<file path="config.mk">
export PLATFORM = sky130hd
export DESIGN_NAME = fixed_pt_mantissa_mult_unit
export DESIGN_NICKNAME = d
export VERILOG_FILES = /design/src/rtl/fixed_pt_mantissa_mult_unit.sv
export SDC_FILE = /design/constraint.sdc
export NUM_CORES = 1
export LEC_CHECK = 0
export ABC_CLOCK_PERIOD_IN_PS = 4500
export CORE_UTILIZATION = 40
export DETAILED_ROUTE_END_ITERATION = 8
export GPL_ROUTABILITY_DRIVEN = 0
export GPL_TIMING_DRIVEN = 0
export PLACE_DENSITY = 0.64
export SYNTH_ARGS = -nofsm -noshare
export SYNTH_HDL_FRONTEND = slang
export SYNTH_SLANG_ARGS = --single-unit
</file>
<file path="constraint.sdc">
create_clock -name clk -period 4.5 [get_ports clk]
set_input_delay 0.9 -clock clk [delete_from_list [all_inputs] [get_ports clk]]
set_output_delay 0.9 -clock clk [all_outputs]
set_load 0.01 [all_outputs]
</file>
<file path="src/rtl/fixed_pt_mantissa_mult_unit.sv">
// Shared iterative radix-2^STEP shift-add multiplier for hidden-bit mantissas.
// Valid/ready request in, valid/ready full-width product out.
module fixed_pt_mantissa_mult_unit #(
   parameter int unsigned WIDTH = 11,
   parameter int unsigned STEP  = 2
) (
   input  logic                 clk,
   input  logic                 rst,
   input  logic [WIDTH-1:0]     inp_a,
   input  logic [WIDTH-1:0]     inp_b,
   input  logic                 in_valid,
   output logic                 in_ready,
   output logic [2*WIDTH-1:0]   out,
   output logic                 out_valid,
   input  logic                 out_ready,
   output logic                 busy
);

   localparam int unsigned ITER = (WIDTH + STEP - 1) / STEP;
   localparam int unsigned BW   = ITER * STEP;
   localparam int unsigned PW   = WIDTH + STEP;
   localparam int unsigned CW   = (ITER > 1) ? $clog2(ITER) : 1;
   localparam logic [CW-1:0] CNT_LAST = CW'(ITER - 1);

   typedef enum logic [1:0] {IDLE, CALC, DONE} state_t;

   state_t               state_q, state_d;
   logic [WIDTH-1:0]     a_q, a_d;
   logic [BW-1:0]        b_q, b_d;
   logic [2*WIDTH-1:0]   acc_q, acc_d;
   logic [CW-1:0]        cnt_q, cnt_d;

   logic [PW-1:0]        pp;
   logic [2*WIDTH-1:0]   pp_ext;
   logic                 accept;

   always_ff @(posedge clk or posedge rst) begin
      if (rst) begin
         state_q <= IDLE;
         a_q     <= '0;
         b_q     <= '0;
         acc_q   <= '0;
         cnt_q   <= '0;
      end else begin
         state_q <= state_d;
         a_q     <= a_d;
         b_q     <= b_d;
         acc_q   <= acc_d;
         cnt_q   <= cnt_d;
      end
   end

   always_comb begin
      state_d  = state_q;
      a_d      = a_q;
      b_d      = b_q;
      acc_d    = acc_q;
      cnt_d    = cnt_q;
      // Partial product is WIDTH+STEP wide; widened before the positional shift.
      pp       = {{STEP{1'b0}}, a_q} * PW'(b_q[STEP-1:0]);
      pp_ext   = '0;
      pp_ext[PW-1:0] = pp;
      in_ready = ~rst & ((state_q == IDLE) | ((state_q == DONE) & out_ready));
      accept   = in_valid & in_ready;

      case (state_q)
         CALC: begin
            acc_d = acc_q + (pp_ext << (cnt_q * STEP));
            b_d   = b_q >> STEP;
            cnt_d = cnt_q + 1'b1;
            if (cnt_q == CNT_LAST) begin
               state_d = DONE;
            end
         end
         DONE: begin
            if (out_ready) begin
               state_d = IDLE;
            end
         end
         default: begin
            state_d = IDLE;
         end
      endcase

      // A request taken in IDLE or chained from DONE overrides the above.
      if (accept) begin
         state_d = CALC;
         a_d     = inp_a;
         b_d     = '0;
         b_d[WIDTH-1:0] = inp_b;
         acc_d   = '0;
         cnt_d   = '0;
      end
   end

   assign out       = acc_q;
   assign out_valid = (state_q == DONE);
   assign busy      = (state_q != IDLE);

endmodule

</file>
==> results.yml, run 1 <==
placed_design:
  post-place-ws_ns: -0.858
  placed_cell_area_um2: 4830
  hpwl_um: 8700
  portBuffers: 50
yosys:
  synth_enable_flop_cells: 0
  synthesis.area_um2: 4130
  postSynthCellCount: 509
  yosys_warnings: 0
  ys_ff_latch: 49
  synth.avg_cell_area_um2: 8.10
  ys.flop_type: "dfrtp_1"
  synthArstFlopShare_pct: 100
  seq_area_frac_synth_pct: 29.7
  ys_types: 55
  synthesis.nets: 573
critical_path:
  critical_path_required_ns: 4.76
  crit_type: "reg -> reg"
  endpoint_kind: "flop"
  crit_chain: "clkbuf_8, and2_4, ha_4, a21o_1, a21oi_2, o21a_1, nor2_2, o31a_2, xnor2_4, mux4_2, mux2i_4, ha_4, and4_4, and2_4, a22oi_2, nor3b_4, o31ai_2, a21boi_2, or4_4, nand3_2"
  critPathMaxStageDelay_ns: 0.51
  start_kind: "flop"
  crit_fanout: 5
  crit_arrival_ns: 5.00
  cp_slowest_cell: "mux4_2"
  path_delay_family: "compound AO/OA/AOI/OAI gates"
  critPathBufInv: 1
floorplan:
  num_rows: 36
  core_um2: 9860
  io_pins: 51
  die_area_um2: 10700
  start_util_pct: 41.8
  die_w_um: 104
  die_h_um: 104
power:
  comb_power_share_pct: 74.8
  ir_drop_v: 0.000302
  p_int_mw: 2.43
  power_switching_share_pct: 47.7
  pwr-share-clk_pct: 7.4
  p_leak_nw: 2.44
  p_seq_share_pct: 17.8
  p_per_area_nw_per_um2: 807
  p_total_mw: 4.65
  power_switching_mw: 2.21
grt:
  grt_max_degree: 38
  grt_overflow: 0
  grt_use_total_pct: 23.4
  antenna_found_initial: 0
  grt_pass1_vias: 4106
  grt_pass1_wl_um: 20300
clock_tree:
  cts.sinks: 49
  cts_tree: "done"
  cts_buffers: 5
  h-tree-depth: 2
  clkTransAtPathRegs_ns: 0.11
  clock_latency_ns: 0.32
  cts_max_path_buffers: 2
  root_buffer: "clkbuf_8"
timing:
  skew_ns: 0.0202
  grt_setup_unrepaired: "true"
  finalHoldViolCount: 0
  min_period_ns: 4.74
  setup_viol: 3
  fin_tns_setup_ns: -0.401
  fin_crit_sh_pct: 105
  tightest_slew_ns: 0.782
  setup_ws_ns: -0.235
  fmax_ghz: 0.211
  slew_violations: 0
  hold_slack_ns: 0.488
  slew_headroom_pct: 47.6
detailed_routing:
  vias: 4103
  drtPass1Iterations: 8
  drtIter0Drc: 341
  drc: 0
  detail-route-antenna-nets: 0
  viasPerCell: 5.59
  finalWirelength_um: 12400
  wire_per_inst_um: 16.9
run_status:
  violations: "setup timing"
  status: "finished with violations"
layout:
  final_common_cell: "nand2_1"
  n_antenna_cell: 0
  fillers: 848
  areaGrowthSynthToFinish_pct: 39.5
  final_area_um2: 5750
  drive_gt1_share_pct: 23.1
  final_nets: 664
  layout_common_cells: "89 x nand2_1, 50 x clkdlybuf4s50_1, 49 x dfrtp_1"
hold_path:
  holdCritPathClass: "reg -> reg"
job:
  cap_violations: 0
worst reg2reg max path, cell delays in order (launching register included):
cell and delay, ns:
dfrtp_1 0.43, clkbuf_8 0.16, and2_4 0.15, ha_4 0.21
a21o_1 0.20, a21oi_2 0.17, o21a_1 0.18, nor2_2 0.07
o31a_2 0.39, xnor2_4 0.17, mux4_2 0.51, mux2i_4 0.22
ha_4 0.24, and4_4 0.18, and2_4 0.16, a22oi_2 0.17
nor3b_4 0.25, o31ai_2 0.11, a21boi_2 0.17, or4_4 0.49
nand3_2 0.07
layer usage:
| metal | part of all wire (%) | wire (um) | global-route usage [%] |
|---|---|---|---|
| met2 | 48 | 5930 | 39.5 |
| met5 | 0 | 0 | 0 |
| met1 | 43 | 5340 | 29.7 |
| met4 | 3.7 | 461 | 8.49 |
| met3 | 5.5 | 677 | 4.53 |
power by group through the flow:
| stage | Clock (mW) | Sequential, mW | Combinational (mW) |
|---|---|---|---|
| 3_3_place_gp | 0 | 0.807 | 2.49 |
| 6_report | 0.345 | 0.826 | 3.47 |
| 3_5_place_dp | 0 | 0.816 | 2.54 |
| 2_1_floorplan | 0 | 0.803 | 1.81 |
| 4_1_cts | 0.352 | 0.818 | 3.05 |
| 5_1_grt | 0.370 | 0.856 | 3.80 |
registers in the layout, summed over array words and instances, names as in the netlist:
name     flops
a_q         11
b_q         11
state_q      2
cnt_q        3
out         22
cells by family (layout without fill, tap and decap cells):
logic type      count (synthesis)  after routing  share of synthesized area [%]
fa+ha+maj                      38             38                           11.9
simple gates                  210            210                           24.7
compound gates                136            136                           20.7
mux                            14             14                           4.06
buf+inv                        36            128                           3.31
flops                          49             49                           29.7
xor+xnor                       26             26                           5.52
layout make-up:
class,instances,area [um^2],area share (%)
tap,133,166,2.89
clock inverter,3,48.8,0.848
clock buffer,5,68.8,1.20
sequential,49,1230,21.3
buffer,23,108,1.87
timing repair buffer,85,787,13.7
multi-input combinational,424,3300,57.4
inverter,12,45.0,0.783
worst paths after layout:
check	from	to	slack (ns)	cells after the start
setup / recovery	b_q[1]	out[21]	-0.24	20
hold / removal	b_q[8]	b_q[8]	0.49	2
setup reg to reg	b_q[1]	out[21]	-0.24	20
hold reg to reg	b_q[8]	b_q[8]	0.49	2
max in group asynchronous	rst	out[9]	3.11	3
min in group asynchronous	rst	out[4]	0.87	2
synthesized netlist by cell type, types with 11 or more instances:
cell type | count | area (um^2)
nand2_1 | 92 | 345
dfrtp_1 | 49 | 1230
o21ai_0 | 41 | 205
ha_1 | 36 | 450
a21oi_1 | 28 | 140
and2_1 | 25 | 156
nor2_1 | 25 | 93.8
nand3_1 | 23 | 115
clkbuf_1 | 22 | 82.6
xnor2_1 | 13 | 114
xor2_1 | 13 | 114
a211oi_1 | 11 | 82.6
a22oi_1 | 11 | 82.6
inv_1 | 11 | 41.3
nor3_1 | 11 | 55.1
stage by stage:
stage / utilization, % / instances
final: 58.3 / 734
after CTS: 55.3 / 725
after detailed placement: 48.9 / 693
after floorplan: - / 509
after global placement: 48.7 / 692
after global routing: 58.3 / 734
repair_timing:
item,in CTS,in global routing
hold buffers,0,0
cloned,1,0
buffers inserted,23,10
gates resized for setup,71,52
setup endpoints to repair,13,11
pin swaps,35,31
(Power assumes the default switching activity.)
==> inputs of run 2 (changes only) <==
ABC_AREA = 1   (was not set)
==> results.yml, run 2 <==
run_status:
  status: "completed"
placed_design:
  dpl.cell_count: 833
  hpwl_um: 9200
  post-place-ws_ns: 0.331
  portBuffers: 50
power:
  p_leak_nw: 2.69
  ir_drop_v: 0.000396
  p_per_area_nw_per_um2: 704
hold_path:
  whs_endpoint: "b_q[6]"
  holdPathStages: 2
  holdCritPathClass: "reg -> reg"
  hold_path_startpoint: "b_q[6]"
detailed_routing:
  finalWirelength_um: 11400
  detail-route-antenna-nets: 0
  viasPerCell: 5.18
  drtIter0Drc: 313
  drtPass1Iterations: 6
  drc: 0
  vias: 4357
  wire_per_inst_um: 13.6
clock_tree:
  cts_tree: "done"
  cts_max_path_buffers: 2
  cts.sinks: 49
  clock_latency_ns: 0.31
  cts_buffers: 5
  h-tree-depth: 2
  clkTransAtPathRegs_ns: 0.10
  root_buffer: "clkbuf_8"
  postCtsHoldBufs: 0
  cts_setup_buffers: 0
  cts_resized: 0
timing:
  hold_slack_ns: 0.489
  setup_viol: 0
  slew_violations: 0
  finalHoldViolCount: 0
  tightest_slew_ns: 0.571
  slew_headroom_pct: 61.9
  skew_ns: 0.00652
  setup_ws_ns: 0.388
  fin_crit_sh_pct: 91.4
  grt_setup_unrepaired: "false"
  fmax_ghz: 0.243
  min_period_ns: 4.11
grt:
  grt_use_total_pct: 21.9
  antenna_found_initial: 0
  grt_pass1_wl_um: 19800
  grt_max_degree: 28
  grt_overflow: 0
  grt_pass1_vias: 4186
critical_path:
  start_kind: "flop"
  crit_type: "reg -> reg"
  critPathMaxStageDelay_ns: 0.47
  reg2regPathDepth: 22
  r2r-start: "b_q[1]"
  path_delay_family: "simple AND/OR/NAND/NOR gates"
  crit_chain: "clkbuf_1, nand2_1, inv_1, ha_1, fa_1, nand3_1, nand3_1, xor2_1, inv_1, o21ai_1, o21ai_0, o22ai_1, ha_1, nand2_1, nor3_1, inv_1, nor3_1, nand4_1, nand3_1, a21oi_1, o21ai_0, nand2_1"
  cp_slowest_cell: "fa_1"
  crit_arrival_ns: 4.32
  r2r_end: "out[20]"
  r2r_slack_ns: 0.39
  critPathBufInv: 4
  crit_fanout: 10
  endpoint_kind: "flop"
  critical_path_required_ns: 4.71
floorplan:
  num_rows: 37
  start_util_pct: 41.4
  core_um2: 10300
  die_h_um: 105
  die_area_um2: 11100
  io_pins: 51
  die_w_um: 105
yosys:
  postSynthCellCount: 646
  synth_top_area_cell: "dfrtp_1"
  synthesis.area_um2: 4270
  netlist_top_cells_count: "218 x nand2_1, 71 x inv_1, 49 x dfrtp_1, 49 x nand3_1, 43 x nor2_1"
  synthesis.nets: 710
  synthArstFlopShare_pct: 100
  ys_types: 36
  yosysMostFrequentCell: "nand2_1"
  yosys_warnings: 0
  synthTopCellsByArea: "dfrtp_1 29%, nand2_1 19%, ha_1 11%, inv_1 6.2%, nand3_1 5.7%"
  synth.avg_cell_area_um2: 6.61
  synth.top_cell.area_share_pct: 28.7
  synth_enable_flop_cells: 0
  ys.flop_type: "dfrtp_1"
  ys_ff_latch: 49
  seq_area_frac_synth_pct: 28.7
layout:
  drive_gt1_share_pct: 6.24
  areaGrowthSynthToFinish_pct: 19.0
  layout_common_cells: "218 x nand2_1, 70 x inv_1, 50 x clkdlybuf4s50_1"
  final_common_cell: "nand2_1"
  n_antenna_cell: 0
  stdcell_count: 841
  largest_reg_flops: 22
  final_nets: 768
  fillers: 1053
job:
  cap_violations: 0
-- run 2: cell types whose count changed in the layout (fill, tap and decap cells not counted), sizes merged, moves of 7 or more --
| cell | previous run | this run |
|---|---|---|
| xnor2 | 13 | 4 |
| a21oi | 28 | 40 |
| and2 | 26 | 0 |
| buf | 36 | 9 |
| mux2i | 10 | 0 |
| a211oi | 11 | 0 |
| nand2 | 92 | 220 |
| nand4 | 1 | 9 |
| clkbuf | 27 | 17 |
| o21ai | 41 | 48 |
| xor2 | 13 | 6 |
| nand3 | 23 | 52 |
| nor2 | 25 | 43 |
| inv | 13 | 75 |
-- run 2: per-layer routing --
layer  track usage [%]  vias up  routed length, um
li1                  -     2238                  -
met1              31.0     1990               5580
met2              35.7      122               5110
met3              2.84        7                623
met4              4.02        0                 93
met5                 0        -                  0
-- run 2: final cells by class --
type / count / area [um^2] / share of cell area [%]
clock buffer: 6 / 82.6 / 1.63
sequential: 49 / 1230 / 24.1
tap: 136 / 170 / 3.35
timing repair buffer: 51 / 520 / 10.2
clock inverter: 2 / 17.5 / 0.345
multi-input combinational: 504 / 2700 / 53.1
buffer: 19 / 88.8 / 1.75
inverter: 74 / 278 / 5.47
-- run 2: kinds of logic after synthesis --
family | Yosys count | share of synthesized area [%]
buffers and inverters | 93 | 8.58
AO/OA/AOI/OAI | 116 | 16.0
AND/OR/NAND/NOR | 340 | 33.2
adder cells (fa/ha/maj) | 38 | 11.5
flip-flops | 49 | 28.7
XOR/XNOR | 10 | 2.05
-- run 2: where the power goes --
| part | internal, mW | switching (mW) |
|---|---|---|
| Clock | 0.128 | 0.171 |
| Sequential | 0.626 | 0.158 |
| Combinational | 0.928 | 1.57 |
| Total | 1.68 | 1.90 |
-- run 2: worst max path at each step --
| stage | endpoint | cells after the start | start | slack (ns) |
|---|---|---|---|---|
| 3_5_place_dp | out[20] | 21 | b_q[1] | 0.33 |
| 5_1_grt | out[20] | 22 | b_q[1] | 0.03 |
| 2_1_floorplan | out[17] | 24 | b_q[1] | 1.09 |
| 3_3_place_gp | in_ready | 5 | rst | -0.15 |
| 6_report | out[20] | 22 | b_q[1] | 0.39 |
| 4_1_cts | out[20] | 22 | b_q[1] | 0.30 |
-- run 2: tightest hold or removal path: cells and delay by family (launching register included) --
| kind | cells | cell delay [ns] |
|---|---|---|
| flops | 1 | 0.36 |
| simple gates | 2 | 0.10 |
-- run 2: through the flow --
step	cell area (um^2)	total power, mW	TNS [ns]	utilization, %
final	5080	3.58	0	49.2
after global routing	5080	3.96	0	49.2
after CTS	5060	3.56	0	49.0
after detailed placement	4960	3.24	0	48.1
after global placement	4940	3.21	-0.148	47.9
after floorplan	4270	2.53	0	-
